File: src/rtl/vga_fb_arbiter.sv
// Framebuffer port arbiter: fixed scanout read slot every 4 pixel clocks, remaining
// slots shared by the game-logic writer and a full-screen clear engine.
module vga_fb_arbiter #(
    parameter int unsigned FB_W     = 160,
    parameter int unsigned FB_H     = 120,
    parameter int unsigned ADDR_W   = 15,
    parameter int unsigned V_ACTIVE = 480
) (
    input  logic              i_clk,
    input  logic              i_reset,
    input  logic [9:0]        i_hcount,
    input  logic [9:0]        i_vcount,
    input  logic              i_video_on,
    input  logic              i_wr_req,
    input  logic [ADDR_W-1:0] i_wr_addr,
    input  logic [2:0]        i_wr_data,
    output logic              o_wr_ack,
    input  logic              i_clear_req,
    input  logic [2:0]        i_clear_color,
    output logic              o_clear_busy,
    output logic              o_vblank_pulse,
    output logic [ADDR_W-1:0] o_mem_addr,
    output logic              o_mem_we,
    output logic [2:0]        o_mem_wdata,
    input  logic [2:0]        i_mem_rdata,
    output logic [2:0]        o_rgb
);

    localparam logic [0:0] S_IDLE  = 1'b0;
    localparam logic [0:0] S_CLEAR = 1'b1;

    localparam logic [ADDR_W-1:0] CLR_LAST = ADDR_W'(FB_W * FB_H - 1);

    logic [0:0]        r_state;
    logic [ADDR_W-1:0] r_clr_cnt;
    logic [2:0]        r_clr_color;
    logic              r_clear_busy;
    logic              r_wr_ack;
    logic              r_vblank;
    logic [ADDR_W-1:0] r_mem_addr;
    logic              r_mem_we;
    logic [2:0]        r_mem_wdata;
    logic [2:0]        r_pix;
    logic [2:0]        r_von_dly;
    logic [1:0]        r_rd_dly;

    logic              w_rd_slot;
    logic              w_wr_grant;
    logic              w_clr_grant;
    logic              w_clr_start;
    logic              w_vblank;
    logic [ADDR_W-1:0] w_rd_addr;

    assign w_rd_slot   = i_video_on && (i_hcount[1:0] == 2'b00);
    assign w_rd_addr   = ADDR_W'(ADDR_W'(i_vcount >> 2) * ADDR_W'(FB_W) + ADDR_W'(i_hcount >> 2));
    // !r_wr_ack keeps a held request from being granted a second time.
    assign w_wr_grant  = !w_rd_slot && (r_state == S_IDLE) && i_wr_req && !r_wr_ack;
    assign w_clr_grant = !w_rd_slot && (r_state == S_CLEAR);
    assign w_clr_start = (r_state == S_IDLE) && i_clear_req;
    assign w_vblank    = (i_vcount == 10'(V_ACTIVE)) && (i_hcount == 10'd0);

    always_ff @(posedge i_clk) begin
        if (i_reset) begin
            r_state      <= S_IDLE;
            r_clr_cnt    <= '0;
            r_clr_color  <= '0;
            r_clear_busy <= 1'b0;
            r_wr_ack     <= 1'b0;
            r_vblank     <= 1'b0;
            r_mem_addr   <= '0;
            r_mem_we     <= 1'b0;
            r_mem_wdata  <= '0;
            r_pix        <= '0;
            r_von_dly    <= '0;
            r_rd_dly     <= '0;
        end else begin
            r_wr_ack  <= w_wr_grant;
            r_vblank  <= w_vblank;
            r_von_dly <= {r_von_dly[1:0], i_video_on};
            r_rd_dly  <= {r_rd_dly[0], w_rd_slot};
            r_mem_we  <= w_wr_grant || w_clr_grant;

            // Read data arrives two clocks after the read slot.
            if (r_rd_dly[1]) begin
                r_pix <= i_mem_rdata;
            end

            if (w_rd_slot) begin
                r_mem_addr <= w_rd_addr;
            end else if (w_wr_grant) begin
                r_mem_addr  <= i_wr_addr;
                r_mem_wdata <= i_wr_data;
            end else if (w_clr_grant) begin
                r_mem_addr  <= r_clr_cnt;
                r_mem_wdata <= r_clr_color;
            end

            if (w_clr_start) begin
                r_state      <= S_CLEAR;
                r_clr_cnt    <= '0;
                r_clr_color  <= i_clear_color;
                r_clear_busy <= 1'b1;
            end else if (w_clr_grant) begin
                if (r_clr_cnt == CLR_LAST) begin
                    r_state      <= S_IDLE;
                    r_clr_cnt    <= '0;
                    r_clear_busy <= 1'b0;
                end else begin
                    r_clr_cnt <= r_clr_cnt + ADDR_W'(1);
                end
            end
        end
    end

    assign o_wr_ack       = r_wr_ack;
    assign o_clear_busy   = r_clear_busy;
    assign o_vblank_pulse = r_vblank;
    assign o_mem_addr     = r_mem_addr;
    assign o_mem_we       = r_mem_we;
    assign o_mem_wdata    = r_mem_wdata;
    assign o_rgb          = r_von_dly[2] ? r_pix : 3'b000;

endmodule

File: config.mk
export PLATFORM = sky130hd
export DESIGN_NAME = vga_fb_arbiter
export DESIGN_NICKNAME = d
export VERILOG_FILES = /design/src/rtl/vga_fb_arbiter.sv
export SDC_FILE = /design/constraint.sdc
export NUM_CORES = 1
export LEC_CHECK = 0
export CORE_MARGIN = 3
export CORE_UTILIZATION = 53
export CTS_CLUSTER_SIZE = 20
export DETAILED_ROUTE_END_ITERATION = 12
export PLACE_DENSITY = 0.95
export SYNTH_ARGS = -nofsm -noshare
export SYNTH_HDL_FRONTEND = slang
export SYNTH_SLANG_ARGS = --single-unit
File: constraint.sdc
create_clock -name i_clk -period 7.26 [get_ports i_clk]
set_input_delay 1.452 -clock i_clk [delete_from_list [all_inputs] [get_ports i_clk]]
set_output_delay 1.452 -clock i_clk [all_outputs]
set_load 0.02 [all_outputs]
## After elaboration in Yosys (flattened, before gate mapping)

Index checks and enable logic that the tools add are counted.

- Add/sub/neg operators: 2
- Multiply operators: 1
- Equal/unequal tests: 2
- Multiplexer cells: 10
- Bitwise gates (word level): 2
- Reduce and logical (&&, ||, !) cells: 19

Operator list:

| kind | count |
|---|---|
| $mux W15 | 4 |
| $add A15 B1 Y15 const B | 1 |
| $add A15 B8 Y15 | 1 |
| $eq A15 B15 Y1 const B | 1 |
| $eq A10 B9 Y1 const B | 1 |
| $logic_not A10 Y1 | 1 |
| $mul A8 B3 Y10 const B | 1 |
| $mux W3 | 3 |
| $logic_and A1 B1 Y1 | 7 |
| $reduce_bool A2 Y1 | 3 |
| $reduce_and A2 Y1 | 2 |
| $mux W1 | 3 |
| $reduce_bool A3 Y1 | 1 |
| $logic_not A1 Y1 | 2 |
| $logic_not A2 Y1 | 1 |
| $not A1 Y1 | 2 |
| $reduce_or A2 Y1 | 1 |
| $logic_or A1 B1 Y1 | 1 |

- Bits in registers: 48
- Input bits: 49
- Output and inout port bits: 25
- Word-level logic and storage cells: 47

## Longest topological paths before layout

Gate-level depths: netlist of run 1.

- Depth in word-level cells: 8
- Depth in mapped cells: 10
- Mapped depth without buffers: 10

## Worst setup path before layout of run 1

OpenSTA, ideal clock, no wires.

- Path type: input port to flip-flop
- Start point: in i_vcount[3]
- End point: reg r_mem_addr[12], in the netlist o_mem_addr[12]
- Library setup time: 0.103 ns
- Arrival time: 3.401 ns
- Required time: 7.157 ns
- Path slack: 3.756 ns
- Cell stages on the path: 10
- Buffers on the path: 0
- Path through: ha_1 ha_1 inv_1 fa_1 xnor2_1 nand2b_1 nor4_4 xor2_1 nor2_1 a2111oi_2

- Cells in the longest elaborated chain, start to end: 3

RTL lines:

| item | line | RTL |
|---|---|---|
| start, declared | 12 | `input logic [9:0] i_vcount,` |
| $mul A8 B3 Y10 | 55 | `assign w_rd_addr = ADDR_W'(ADDR_W'(i_vcount >> 2) * ADDR_W'(FB_W) + ADDR_W'(i_hcount >> 2));` |
| $add A15 B8 Y15 | 55 |  |
| $mux W15 | 88 | `if (w_rd_slot) begin` |
| end signal, assigned | 89 | `r_mem_addr <= w_rd_addr;` |
| end signal, assigned | 91 | `r_mem_addr <= i_wr_addr;` |
| end signal, assigned | 94 | `r_mem_addr <= r_clr_cnt;` |
| end, declared | 40 | `logic [ADDR_W-1:0] r_mem_addr;` |

No other way between the ends.
A chain may end at the register's enable or synchronous reset.

## Final worst setup path of run 1

Ends and elaborated chain as after synthesis.

==> results.sh, run 1 <==
export IMPL_outcome="complete, no violations"
export IMPL_fin_util_pct=74.65
export IMPL_cp_required_ps=7470
export IMPL_synth_edf_count=0
export IMPL_place_inst=455
export IMPL_synth_top_area_share_pct=34.36
export IMPL_fin_skew_ps=8.272
export IMPL_hold_violations=0
export IMPL_antenna_found_initial=0
export IMPL_fin_ws_ps=3251
export IMPL_min_delay_start="r_von_dly[1]$_SDFF_PP0_"
export IMPL_start_kind="input port"
export IMPL_cts_tree="done"
export IMPL_viasPerCell=5.701
export IMPL_finalSetupTns_ps=0
export IMPL_ctsResizeCount=0
export IMPL_setup_violations=0
export IMPL_wl_per_cell_um=15.90
export IMPL_synth_flop_cell="dfxtp_1"
export IMPL_dp_hpwl_mm=5.662
export IMPL_cts_made_buffers=5
export IMPL_comb_power_share_pct=27.5
export IMPL_ys_seq_elements=48
export IMPL_switching_share_pct=29.66
export IMPL_synthCells=325
export IMPL_ys_seq_area_share_pct=34.36
export IMPL_p_seq_share_pct=45.9
export IMPL_grt_pass1_vias=2588
export IMPL_async_flop_share_pct=0
export IMPL_totalWireLength_mm=7.344
export IMPL_synth_cell_types=55
export IMPL_htree_levels=2
export IMPL_max_freq_mhz=249.4
export IMPL_r2r_cells=4
export IMPL_netlist_area_mm2=0.002796
export IMPL_layout_commonest_cell="clkdlybuf4s50_1"
export IMPL_clkPwrFrac_pct=26.6
export IMPL_hold_buffers=0
export IMPL_total_power_uw=612.8
export IMPL_internal_power_uw=431.1
export IMPL_fp_dieArea_mm2=0.006184
export IMPL_worst_pin_slew_ps=732.2
export IMPL_die_h_um=78.64
export IMPL_cellPowerDensity_mw_per_mm2=167.2
export IMPL_ir_drop_uv=94.52
export IMPL_first_pass_iters=5
export IMPL_post_cts_buffers=0
export IMPL_fin_crit_ps=4009
export IMPL_place_ws_ps=2961
export IMPL_final_cell_area_mm2=0.003666
export IMPL_nFillCells=349
export IMPL_grt_usage_pct=24.49
export IMPL_synth_top_area_cell="dfxtp_1"
export IMPL_first_iter_violations=248
export IMPL_dpl_cell_area_mm2=0.003575
export IMPL_grt_overflow_total=0
export IMPL_core_region_area_mm2=0.004911
export IMPL_r2r_start="o_clear_busy$_SDFFE_PP0P_"
export IMPL_grt_first_pass_wirelength_mm=12.03
export IMPL_crit_arrival_ps=4220
export IMPL_hold_depth=1
export IMPL_initial_utilization_pct=56.94
export IMPL_clock_sinks=48
export IMPL_port_buffers=73
export IMPL_worst_hold_slack_ps=447.6
export IMPL_rsz0062_at_grt="no"
export IMPL_die_w_um=78.64
export IMPL_finalMaxSlewViolations=0
export IMPL_drive_above_1_share_pct=5.316
export IMPL_vias=2634
export IMPL_max_slew_margin_pct=51.19
export IMPL_areaGrowthSynthToFinish_pct=31.10
export IMPL_cp_max_fo=4
export IMPL_grt_max_degree=35
export IMPL_seq_area_um2=960.9
export IMPL_cts_root_buffer="clkbuf_8"
export IMPL_boundaryPins=74
export IMPL_leakage_nw=1.391
export IMPL_end_kind="flop"
export IMPL_ant_nets=0
export IMPL_period_share_pct=55.22
export IMPL_holdPathEnd="r_von_dly[2]$_SDFF_PP0_"
export IMPL_clockBufferDepth=2
export IMPL_cap_viol_max_count=0
export IMPL_switchingPower_uw=181.8
export IMPL_setup_worst_path_class="in2reg"
export IMPL_synth_warnings=0
export IMPL_min_path_type="reg2reg"
export IMPL_layout_cells_non_filler=462
export IMPL_antennaDiodeCount=0
export IMPL_r2r_end="o_mem_addr[11]$_SDFFE_PP0P_"
export IMPL_regToRegSetupSlack_ps=5300
export IMPL_clk_latency_ps=300
export IMPL_final_cell_mix="73 x clkdlybuf4s50_1, 56 x nor2_1, 48 x dfxtp_1"
export IMPL_rows=25
export IMPL_avgSynthCellArea_um2=8.604
export IMPL_synth_nets=392
export IMPL_synth_area_leaders="dfxtp_1 34%, mux2i_1 7.5%, nor2_1 7.5%, ha_1 7.2%, xor2_1 4.4%"
export IMPL_multiInputGateArea_mm2=0.001739
export IMPL_place_gp_congestion=0.8670
export IMPL_drc_errors=0
export IMPL_cts_clk_slew_worst_paths_ps=90
export IMPL_nets=462
## critical path, stage by stage
cell	delay [ps]
clkdlybuf4s50_1	490
ha_1	340
ha_1	190
inv_1	70
fa_1	400
xnor2_1	260
nand2b_1	160
nor4_4	340
xor2_1	180
nor2_1	60
a2111oi_2	270
## flip-flops by register name (all words and copies together) (netlist names)
signal and flops:
r_clr_color 3, r_pix 3, o_mem_wdata 3, o_wr_ack 1, o_vblank_pulse 1, r_von_dly 3, r_clr_cnt 15, o_clear_busy 1
o_mem_we 1, o_mem_addr 15, r_rd_dly 2
## final cells by class
class                           instances  share of cell area (%)
Timing Repair Buffer                   76                   20.55
Sequential cell                        48                   26.21
Clock inverter                          1                  0.2389
Tap cell                               67                   2.287
Multi-Input combinational cell        254                   47.44
Clock buffer                            6                   2.253
Inverter                               10                   1.024
## how the worst max path moves through the flow
stage                      startpoint                     endpoint  slack (ps)  depth (start not counted)
after floorplan           i_vcount[3]  o_mem_addr[12]$_SDFFE_PP0P_        3760                         10
after global placement    i_vcount[3]  o_mem_addr[12]$_SDFFE_PP0P_        3170                         11
after detailed placement  i_vcount[3]  o_mem_addr[12]$_SDFFE_PP0P_        2960                         11
after CTS                 i_vcount[3]  o_mem_addr[12]$_SDFFE_PP0P_        3270                         11
after global routing      i_vcount[3]  o_mem_addr[12]$_SDFFE_PP0P_        3080                         11
final                     i_vcount[3]  o_mem_addr[12]$_SDFFE_PP0P_        3250                         11
## Yosys cell counts, types with 2 or more instances
| cell type | n |
|---|---|
| nand3_1 | 14 |
| nor2_1 | 56 |
| a211oi_1 | 7 |
| and2_1 | 5 |
| nor3b_1 | 2 |
| mux2i_1 | 21 |
| o211ai_1 | 5 |
| nor4_1 | 6 |
| or2_1 | 2 |
| xnor2_1 | 8 |
| nand4_1 | 6 |
| a21oi_1 | 23 |
| nor3_1 | 3 |
| fa_1 | 2 |
| dfxtp_1 | 48 |
| inv_1 | 10 |
| xor2_1 | 14 |
| nand2b_1 | 4 |
| clkbuf_1 | 7 |
| buf_2 | 5 |
| nand2_1 | 21 |
| ha_1 | 16 |
| nor2b_1 | 8 |
## logic make-up after synthesis
kind of cell,after synthesis,share of synthesized area [%]
adder cells (fa/ha/maj),18,8.591
XOR/XNOR,22,6.891
multiplexers,23,8.456
AND/OR/NAND/NOR,141,26.04
AO/OA/AOI/OAI,50,12.21
buffers and inverters,23,3.445
flip-flops,48,34.36
## power groups by stage
stage	clock network (mW)	logic [mW]	registers, mW
after floorplan	0	0.0917	0.295
after global placement	0	0.160	0.287
after detailed placement	0	0.166	0.287
after CTS	0.163	0.168	0.281
after global routing	0.176	0.183	0.283
final	0.163	0.168	0.281
## layer usage
metal / track usage [%] / vias to the layer above / wire [µm]
met3: 3.784 / 14 / 516
met2: 42.53 / 115 / 3636
met1: 30.74 / 1223 / 3049
li1: - / 1282 / -
met4: 8.217 / 0 / 142
met5: 0 / - / 0
Note: power is estimated with default switching activity, not from simulation.
==> run 2, diff against run 1 <==
- CORE_UTILIZATION: 53 -> 44
- PLACE_DENSITY: 0.95 -> 0.86
- clock period: 7.26 -> 3.5 ns (I/O delays scaled with it)
==> run 2 against run 1 <==
Clock skew down 1.0 ps. Register-to-register slack worse by 3900 ps. Die area up 19%. Sequential power up 110%. Core utilization down 13 points. Final area up 1.5%. Clock-buffer cell count down 1. Cell count up 1.9%.
==> results.sh, run 2 (synthesis results as in run 1) <==
export IMPL_worst_pin_slew_ps=681.3
export IMPL_vias=2565
export IMPL_r2r_end="o_mem_addr[4]$_SDFFE_PP0P_"
export IMPL_grt_pass1_vias=2460
export IMPL_dp_hpwl_mm=5.621
export IMPL_comb_power_share_pct=25.0
export IMPL_ctsResizeCount=0
export IMPL_layout_commonest_cell="clkdlybuf4s50_1"
export IMPL_first_pass_iters=4
export IMPL_finalMaxSlewViolations=0
export IMPL_finalSetupTns_ps=0
export IMPL_cts_made_buffers=5
export IMPL_clk_latency_ps=300
export IMPL_outcome="complete, no violations"
export IMPL_cp_required_ps=3700
export IMPL_period_share_pct=89.08
export IMPL_fin_ws_ps=382.2
export IMPL_clockBufferDepth=2
export IMPL_hold_buffers=0
export IMPL_cts_root_buffer="clkbuf_8"
export IMPL_critical_path_endpoint="o_mem_addr[12]$_SDFFE_PP0P_"
export IMPL_die_h_um=85.72
export IMPL_r2r_cells=6
export IMPL_crit_arrival_ps=3310
export IMPL_antenna_found_initial=0
export IMPL_switching_share_pct=26.53
export IMPL_fin_skew_ps=7.228
export IMPL_start_kind="input port"
export IMPL_cap_viol_max_count=0
export IMPL_drive_above_1_share_pct=5.556
export IMPL_ant_nets=0
export IMPL_viasPerCell=5.446
export IMPL_antennaDiodeCount=0
export IMPL_leakage_nw=1.413
export IMPL_rsz0062_at_grt="no"
export IMPL_grt_overflow_total=0
export IMPL_boundaryPins=74
export IMPL_hold_violations=0
export IMPL_nets=463
export IMPL_grt_first_pass_wirelength_mm=11.32
export IMPL_max_slew_margin_pct=54.58
export IMPL_setup_worst_path_class="in2reg"
export IMPL_clock_sinks=48
export IMPL_internal_power_mw=1.018
export IMPL_switchingPower_uw=367.5
export IMPL_place_gp_congestion=0.8752
export IMPL_setup_violations=0
export IMPL_areaGrowthSynthToFinish_pct=33.06
export IMPL_p_seq_share_pct=42.2
export IMPL_port_buffers=73
export IMPL_nFillCells=503
export IMPL_totalWireLength_mm=7.077
export IMPL_regToRegSetupSlack_ps=1410
export IMPL_place_ws_ps=78.59
export IMPL_grt_usage_pct=19.06
export IMPL_clkPwrFrac_pct=32.9
export IMPL_end_kind="flop"
export IMPL_min_path_type="reg2reg"
export IMPL_post_cts_buffers=0
export IMPL_cp_max_fo=4
export IMPL_cts_clk_slew_worst_paths_ps=80
export IMPL_max_freq_mhz=320.7
export IMPL_die_w_um=85.72
export IMPL_drc_errors=0
export IMPL_wl_per_cell_um=15.03
export IMPL_grt_max_degree=27
export IMPL_fin_crit_ps=3118
export IMPL_core_region_area_mm2=0.006026
export IMPL_fin_util_pct=61.75
export IMPL_r2r_start="o_clear_busy$_SDFFE_PP0P_"
export IMPL_ir_drop_uv=187.0
export IMPL_initial_utilization_pct=46.41
export IMPL_fp_dieArea_mm2=0.007348
export IMPL_startpoint="i_vcount[3]"
export IMPL_cts_tree="done"
export IMPL_final_cell_mix="73 x clkdlybuf4s50_1, 56 x nor2_1, 48 x dfxtp_1"
export IMPL_first_iter_violations=165
export IMPL_rows=28
export IMPL_cellPowerDensity_mw_per_mm2=372.3
export IMPL_htree_levels=2
==> run 2: cell types whose count changed in the layout (fill, tap and decap cells not counted) <==
cell and delta:
clkbuf_8 -1, clkinv_4 -1, bufinv_16 +2, buf_4 +1
==> run 2: final cells by class <==
cell class | instances | area [µm²] | share of cell area, %
multi-input cells | 254 | 1739 | 46.74
clock buffers | 5 | 68.82 | 1.849
well taps | 75 | 93.84 | 2.522
inverters | 10 | 37.54 | 1.009
repair buffers | 77 | 760.7 | 20.44
clock inverters | 2 | 60.06 | 1.614
flip-flops and latches | 48 | 960.9 | 25.82
==> run 2: how the worst min path moves through the flow <==
stage / from / to / cells after the start
finish: r_von_dly[0]$_SDFF_PP0_ / r_von_dly[1]$_SDFF_PP0_ / 1
detailed placement: r_von_dly[0]$_SDFF_PP0_ / r_von_dly[1]$_SDFF_PP0_ / 1
floorplan: r_rd_dly[0]$_SDFF_PP0_ / r_rd_dly[1]$_SDFF_PP0_ / 1
CTS: r_von_dly[0]$_SDFF_PP0_ / r_von_dly[1]$_SDFF_PP0_ / 1
global route: r_rd_dly[0]$_SDFF_PP0_ / r_rd_dly[1]$_SDFF_PP0_ / 1
global placement: r_von_dly[1]$_SDFF_PP0_ / r_von_dly[2]$_SDFF_PP0_ / 1
==> run 2: critical path, cell delays in order <==
cell             delay (ps)
clkdlybuf4s50_1         470
ha_1                    320
ha_1                    180
inv_1                    60
fa_1                    390
xnor2_1                 230
nand2b_1                150
nor4_4                  310
xor2_1                  170
nor2_1                   70
a2111oi_2               280
==> run 2: per-stage QoR <==
stage / cells / hold WS [ps] / cell area (µm²) / power (mW)
final: 471 / 448.0 / 3721 / 1.385
after global routing: 471 / 470.2 / 3721 / 1.447
after global placement: 464 / 416.9 / 3592 / 0.9302
after floorplan: 325 / 413.8 / 2796 / 0.8021
after detailed placement: 464 / 431.8 / 3592 / 0.9387
after CTS: 471 / 450.3 / 3721 / 1.391
==> run 2: power by group through the flow <==
stage / combinational (mW) / clock [mW] / sequential, mW
final: 0.346 / 0.456 / 0.584
after global routing: 0.376 / 0.483 / 0.587
after global placement: 0.334 / 0 / 0.596
after floorplan: 0.190 / 0 / 0.612
after detailed placement: 0.342 / 0 / 0.597
after CTS: 0.345 / 0.462 / 0.584
==> run 2: per-layer routing <==
metal	global-route usage [%]	part of all wire [%]	vias to the layer above
li1	-	-	1287
met1	24.91	45	1189
met2	32.63	48	80
met3	3.458	5.7	9
met4	4.460	1.0	0
met5	0	0	-
